File: config.mk
export PLATFORM = sky130hd
export DESIGN_NAME = seq_shift_add_multiplier_flat
export DESIGN_NICKNAME = d
export VERILOG_FILES = /design/src/rtl/seq_shift_add_multiplier_if.sv /design/src/rtl/seq_shift_add_multiplier.sv /design/src/flat_wrapper.sv
export SDC_FILE = /design/constraint.sdc
export NUM_CORES = 1
export LEC_CHECK = 0
export CAP_MARGIN = 20
export CORE_MARGIN = 5
export CORE_UTILIZATION = 44
export CTS_CLUSTER_DIAMETER = 200
export DETAILED_ROUTE_END_ITERATION = 10
export PLACE_DENSITY = 0.68
export SYNTH_ARGS = -nofsm -noshare
export SYNTH_HDL_FRONTEND = slang
export SYNTH_SLANG_ARGS = --single-unit
File: constraint.sdc
create_clock -name clk -period 4.3 [get_ports clk]
set_clock_uncertainty 0.05 [all_clocks]
set_input_delay 0.86 -clock clk [delete_from_list [all_inputs] [get_ports clk]]
set_output_delay 0.86 -clock clk [all_outputs]
set_load 0.02 [all_outputs]
File: src/rtl/seq_shift_add_multiplier_if.sv
// Start/busy/done handshake and operand/product bus for seq_shift_add_multiplier.
interface seq_shift_add_multiplier_if #(
  parameter int unsigned WIDTH = 8
);
  logic                 start;
  logic [WIDTH-1:0]     A;
  logic [WIDTH-1:0]     B;
  logic                 busy;
  logic                 done;
  logic [2*WIDTH-1:0]   Product;

  modport master (output start, A, B, input busy, done, Product);
  modport slave  (input start, A, B, output busy, done, Product);
endinterface

File: src/rtl/seq_shift_add_multiplier.sv
// Multi-cycle unsigned shift-add multiplier; one ripple-carry add per clock,
// WIDTH iterations, registered 2*WIDTH-bit product.
module full_adder_1_bit (
  input  logic A,
  input  logic B,
  input  logic Cin,
  output logic Sum,
  output logic Carry
);
  assign Sum   = A ^ B ^ Cin;
  assign Carry = (A & B) | (Cin & (A ^ B));
endmodule

module seq_shift_add_multiplier #(
  parameter int unsigned WIDTH = 8
) (
  input  logic                         clk,
  input  logic                         rst_n,
  seq_shift_add_multiplier_if.slave    bus
);
  localparam int unsigned CW = (WIDTH > 1) ? $clog2(WIDTH) : 1;

  typedef enum logic [1:0] {
    S_IDLE,
    S_CALC,
    S_DONE
  } state_e;

  state_e               state_q, state_d;
  logic [WIDTH-1:0]     m_q, m_d;
  logic [2*WIDTH-1:0]   p_q, p_d;
  logic [CW-1:0]        count_q, count_d;
  logic [2*WIDTH-1:0]   product_q, product_d;

  logic [WIDTH-1:0]     addend;
  logic [WIDTH-1:0]     sum;
  logic [WIDTH:0]       carry;
  logic [2*WIDTH-1:0]   p_shift;

  // Ripple-carry add of the upper half of P and the gated multiplicand.
  assign addend   = p_q[0] ? m_q : '0;
  assign carry[0] = 1'b0;

  for (genvar i = 0; i < WIDTH; i++) begin : g_fa
    full_adder_1_bit u_fa (
      .A     (p_q[WIDTH+i]),
      .B     (addend[i]),
      .Cin   (carry[i]),
      .Sum   (sum[i]),
      .Carry (carry[i+1])
    );
  end

  // Top carry-out becomes the new MSB, so no product bit is ever dropped.
  assign p_shift = {carry[WIDTH], sum, p_q[WIDTH-1:1]};

  always_ff @(posedge clk or negedge rst_n) begin
    if (!rst_n) begin
      state_q   <= S_IDLE;
      m_q       <= '0;
      p_q       <= '0;
      count_q   <= '0;
      product_q <= '0;
    end else begin
      state_q   <= state_d;
      m_q       <= m_d;
      p_q       <= p_d;
      count_q   <= count_d;
      product_q <= product_d;
    end
  end

  always_comb begin
    state_d   = state_q;
    m_d       = m_q;
    p_d       = p_q;
    count_d   = count_q;
    product_d = product_q;
    unique case (state_q)
      S_IDLE: begin
        if (bus.start) begin
          m_d     = bus.A;
          p_d     = {{WIDTH{1'b0}}, bus.B};
          count_d = '0;
          state_d = S_CALC;
        end
      end
      S_CALC: begin
        p_d     = p_shift;
        count_d = count_q + CW'(1);
        if (count_q == CW'(WIDTH - 1)) begin
          product_d = p_shift;
          state_d   = S_DONE;
        end
      end
      S_DONE: begin
        state_d = S_IDLE;
      end
      default: begin
        state_d = S_IDLE;
      end
    endcase
  end

  assign bus.busy    = (state_q != S_IDLE);
  assign bus.done    = (state_q == S_DONE);
  assign bus.Product = product_q;
endmodule

File: src/flat_wrapper.sv
// flat-port wrapper written by rule: the top's interface ports become plain ports
module seq_shift_add_multiplier_flat 
#(
  parameter int unsigned WIDTH = 8
)
  (clk, rst_n, bus_start, bus_A, bus_B, bus_busy, bus_done, bus_Product);
  seq_shift_add_multiplier_if #(.WIDTH(WIDTH)) bus_i ();
  input  logic clk;
  input  logic rst_n;
  input wire logic [$bits(bus_i.start)-1:0] bus_start;
  input wire logic [$bits(bus_i.A)-1:0] bus_A;
  input wire logic [$bits(bus_i.B)-1:0] bus_B;
  output wire logic [$bits(bus_i.busy)-1:0] bus_busy;
  output wire logic [$bits(bus_i.done)-1:0] bus_done;
  output wire logic [$bits(bus_i.Product)-1:0] bus_Product;
  assign bus_i.start = bus_start;
  assign bus_i.A = bus_A;
  assign bus_i.B = bus_B;
  assign bus_busy = bus_i.busy;
  assign bus_done = bus_i.done;
  assign bus_Product = bus_i.Product;
  seq_shift_add_multiplier #(.WIDTH(WIDTH)) u_core (.clk(clk), .rst_n(rst_n), .bus(bus_i));
endmodule
==> summary.md <==
| Metric | Value |
|---|---|
| RSZ-0062 raised after global routing | `false` |
| Worst hold path type | `primary input to async pin` |
| Pre-CTS WS | `0.294 ns` |
| Share of the synthesized area in the top cell type | `52.5%` |
| Layout area overhead | `23.7%` |
| Clock-pin slew on the worst setup and hold paths | `0.08 ns` |
| Clk root buf | `clkbuf_8` |
| Setup TNS | `0 ns` |
| GRT busiest layer | `met2` |
| Post-synth top cells | `dfrtp_1 (45), inv_1 (25), mux2_2 (16)` |
| Share of cells above drive strength 1 | `15.3%` |
| Die area | `6370 um^2` |
| # diodes | `0` |
| Port Buffer Count | `36` |
| Met2 GRT Util | `21.3%` |
| CP Buf/Inv Count | `1` |
| Area of the mapped netlist | `2150 um^2` |
| Worst path cell trace | `and2_1 -> ha_1 -> inv_1 -> fa_1 -> fa_1 -> fa_1 -> fa_1 -> fa_1 -> fa_1 -> fa_1 -> mux2i_1` |
| Category of the most critical setup path | `register to register` |
| Most area-consuming cells after synthesis | `dfrtp_1 (52%), mux2_2 (8.4%), fa_1 (6.5%)` |
| Max-Cap Viols | `0` |
| Syn Inst Count | `167` |
| # setup viols final | `0` |
| Status | `complete, no violations` |
| Total GRT Usage | `13.7%` |
| Critical Path Fanout Max | `9` |
| Yosys reg bits | `45` |
| Slew @ Worst Pin | `0.821 ns` |
| CP Depth | `11` |
| Leak | `1.19 nW` |
| Yosys cell types | `27` |
| Chip Width | `79.8 um` |
| Kind of cell adding the most delay to the critical path | `adder cells` |
| Most common flop cell mapped by yosys | `dfrtp_1` |
| I/O pin count | `37` |
| Most frequent cell after synthesis | `dfrtp_1` |
| RR Startpoint | `u_core.p_q[0]$_DFFE_PN0P_` |
| Layout Nets | `230` |
| Largest area contributor in the netlist | `dfrtp_1` |
| Grt ovf | `0` |
| Clk buf depth | `2` |
| First-pass GRT wire length | `6.64 mm` |
| Skew-Pair Late Insertion Delay | `0.29 ns` |
| Max Fclk | `251 MHz` |
| Dpl hpwl | `2.83 mm` |
| Setup ws final | `0.323 ns` |
| CP arrival | `4.10 ns` |
| Crit path launch | `u_core.p_q[0]$_DFFE_PN0P_` |
| Core area | `4720 um^2` |
| Delay of the slowest critical-path stage | `0.51 ns` |
| Routed Antenna Nets | `0` |
| GPL Wtd Cong | `0.763` |
| DR iter-0 viols | `85` |
| CTS tree | `built` |
| Slew HR | `45.2%` |
| Initial Util | `45.4%` |
| PostCTS Resize Cnt | `0` |
| Routed wire length | `3.98 mm` |
| Die height | `79.8 um` |
| Hold_buf cts | `0` |
| Power Dens Cells | `773 nW/um^2` |
| Num CTS Buffers | `5` |
| Final hold vios | `0` |
| Number of global-route vias before repair | `1,347` |
| Seq/Total Area, Yosys | `52.5%` |
| Num rows | `25` |
| H-tree depth | `2` |
| Vias | `1,335` |
| Global-route met1 utilization | `18.8%` |
| Vias per std cell | `4.96` |
| Avg WL per Cell | `14.8 um` |
| Detailed Routing Iterations Pass 1 | `4` |
| FFs w/ async S/R, synth | `100%` |
| Final period util | `92.5%` |
| WP data required | `4.42 ns` |
| Syn Area/Cell | `12.8 um^2` |
| Crit-path most repeated cell | `fa_1` |
| Sink Count | `45` |
| Remaining DRCs | `0` |
| Final Slew Violations | `0` |
| Mapped Nets | `196` |
| Reg2reg path depth | `11` |
| Filler cells | `403` |
| Worst setup EP type | `register` |
| Met3 usage | `3.50%` |
| Crit path launch type | `register` |
| Post-synth EDFFs | `0` |
| CP max-delay cell | `fa_1` |
| # Post-CTS Setup Buffers | `0` |
| Count of warnings emitted by yosys | `0` |
| Max VDD drop | `0.254 mV` |
| Final Critical Period | `3.98 ns` |
| Initial antenna violation count | `0` |
| Largest net degree at the start of global routing | `46` |
-- path summary, 6_finish.rpt --
| kind | endpoint | slack, ns |
|---|---|---|
| worst max-delay path | u_core.bus.Product[14]$_DFFE_PN0P_ | 0.32 |
| worst min-delay path | u_core.bus.Product[2]$_DFFE_PN0P_ | 0.33 |
| worst max register to register | u_core.bus.Product[14]$_DFFE_PN0P_ | 0.32 |
| worst min register to register | u_core.p_q[11]$_DFFE_PN0P_ | 0.45 |
| max in group asynchronous | u_core.m_q[1]$_DFFE_PN0P_ | 3.45 |
| min in group clk | u_core.p_q[11]$_DFFE_PN0P_ | 0.45 |
-- logic make-up (layout without fill, tap and decap cells) --
| kind of cell | after synthesis | after routing | synth area share [%] |
|---|---|---|---|
| multiplexers | 25 | 25 | 12.8 |
| adder cells (fa/ha/maj) | 10 | 10 | 8.28 |
| AND/OR/NAND/NOR | 32 | 32 | 11.1 |
| buffers and inverters | 35 | 70 | 7.64 |
| AO/OA/AOI/OAI | 20 | 20 | 7.64 |
| flip-flops | 45 | 45 | 52.5 |
-- cell usage in the layout (no fill, tap or decap) --
cell type / n
a211oi_1: 8
a21oi_1: 1
a22o_1: 2
and2_1: 1
buf_12: 1
buf_2: 1
bufinv_16: 1
clkbuf_8: 6
clkdlybuf4s50_1: 35
clkinvlp_4: 1
dfrtp_1: 45
fa_1: 7
ha_1: 3
inv_1: 25
mux2_2: 16
mux2_4: 1
mux2i_1: 8
nand2_1: 7
nand2b_1: 3
nand3b_4: 1
nor2b_1: 2
nor3b_1: 8
nor3b_4: 1
nor4b_1: 8
o21bai_2: 1
o2bb2ai_1: 8
or2_2: 1
-- area by class of cell --
| cell class | count | area (um^2) | area share (%) |
|---|---|---|---|
| clock inverters | 2 | 37.5 | 1.41 |
| flip-flops and latches | 45 | 1130 | 42.4 |
| clock buffers | 6 | 82.6 | 3.11 |
| multi-input cells | 87 | 856 | 32.2 |
| well taps | 67 | 83.8 | 3.16 |
| repair buffers | 37 | 375 | 14.1 |
| inverters | 25 | 93.8 | 3.53 |
-- sequential cells by signal, indices dropped and copies added (netlist names) --
name,flops
u_core.p_q,16
u_core.bus.Product,16
u_core.m_q,8
u_core.count_q,3
u_core.state_q,2
-- per-layer routing --
metal  part of all wire [%]  up-vias
met5                      0        -
met4                    1.0        0
met3                    2.8        4
met2                     52       26
met1                     45      675
li1                       -      630
-- stage by stage --
stage	util (%)	cells	power, W	instance area [um^2]	hold WS, ns
after floorplan	-	167	0.00142	2150	0.406
after global placement	53.2	260	0.00170	2510	0.420
after detailed placement	53.2	260	0.00175	2510	0.424
after CTS	55.8	268	0.00208	2640	0.449
after global routing	56.2	269	0.00221	2660	0.313
final	56.2	269	0.00205	2660	0.327
-- power breakdown --
| part | switching, W | internal [W] |
|---|---|---|
| combinational | 0.000452 | 0.000479 |
| clock | 0.000140 | 0.000189 |
| sequential | 0.000157 | 0.000634 |
No activity file was read; power rests on OpenSTA's default activity.
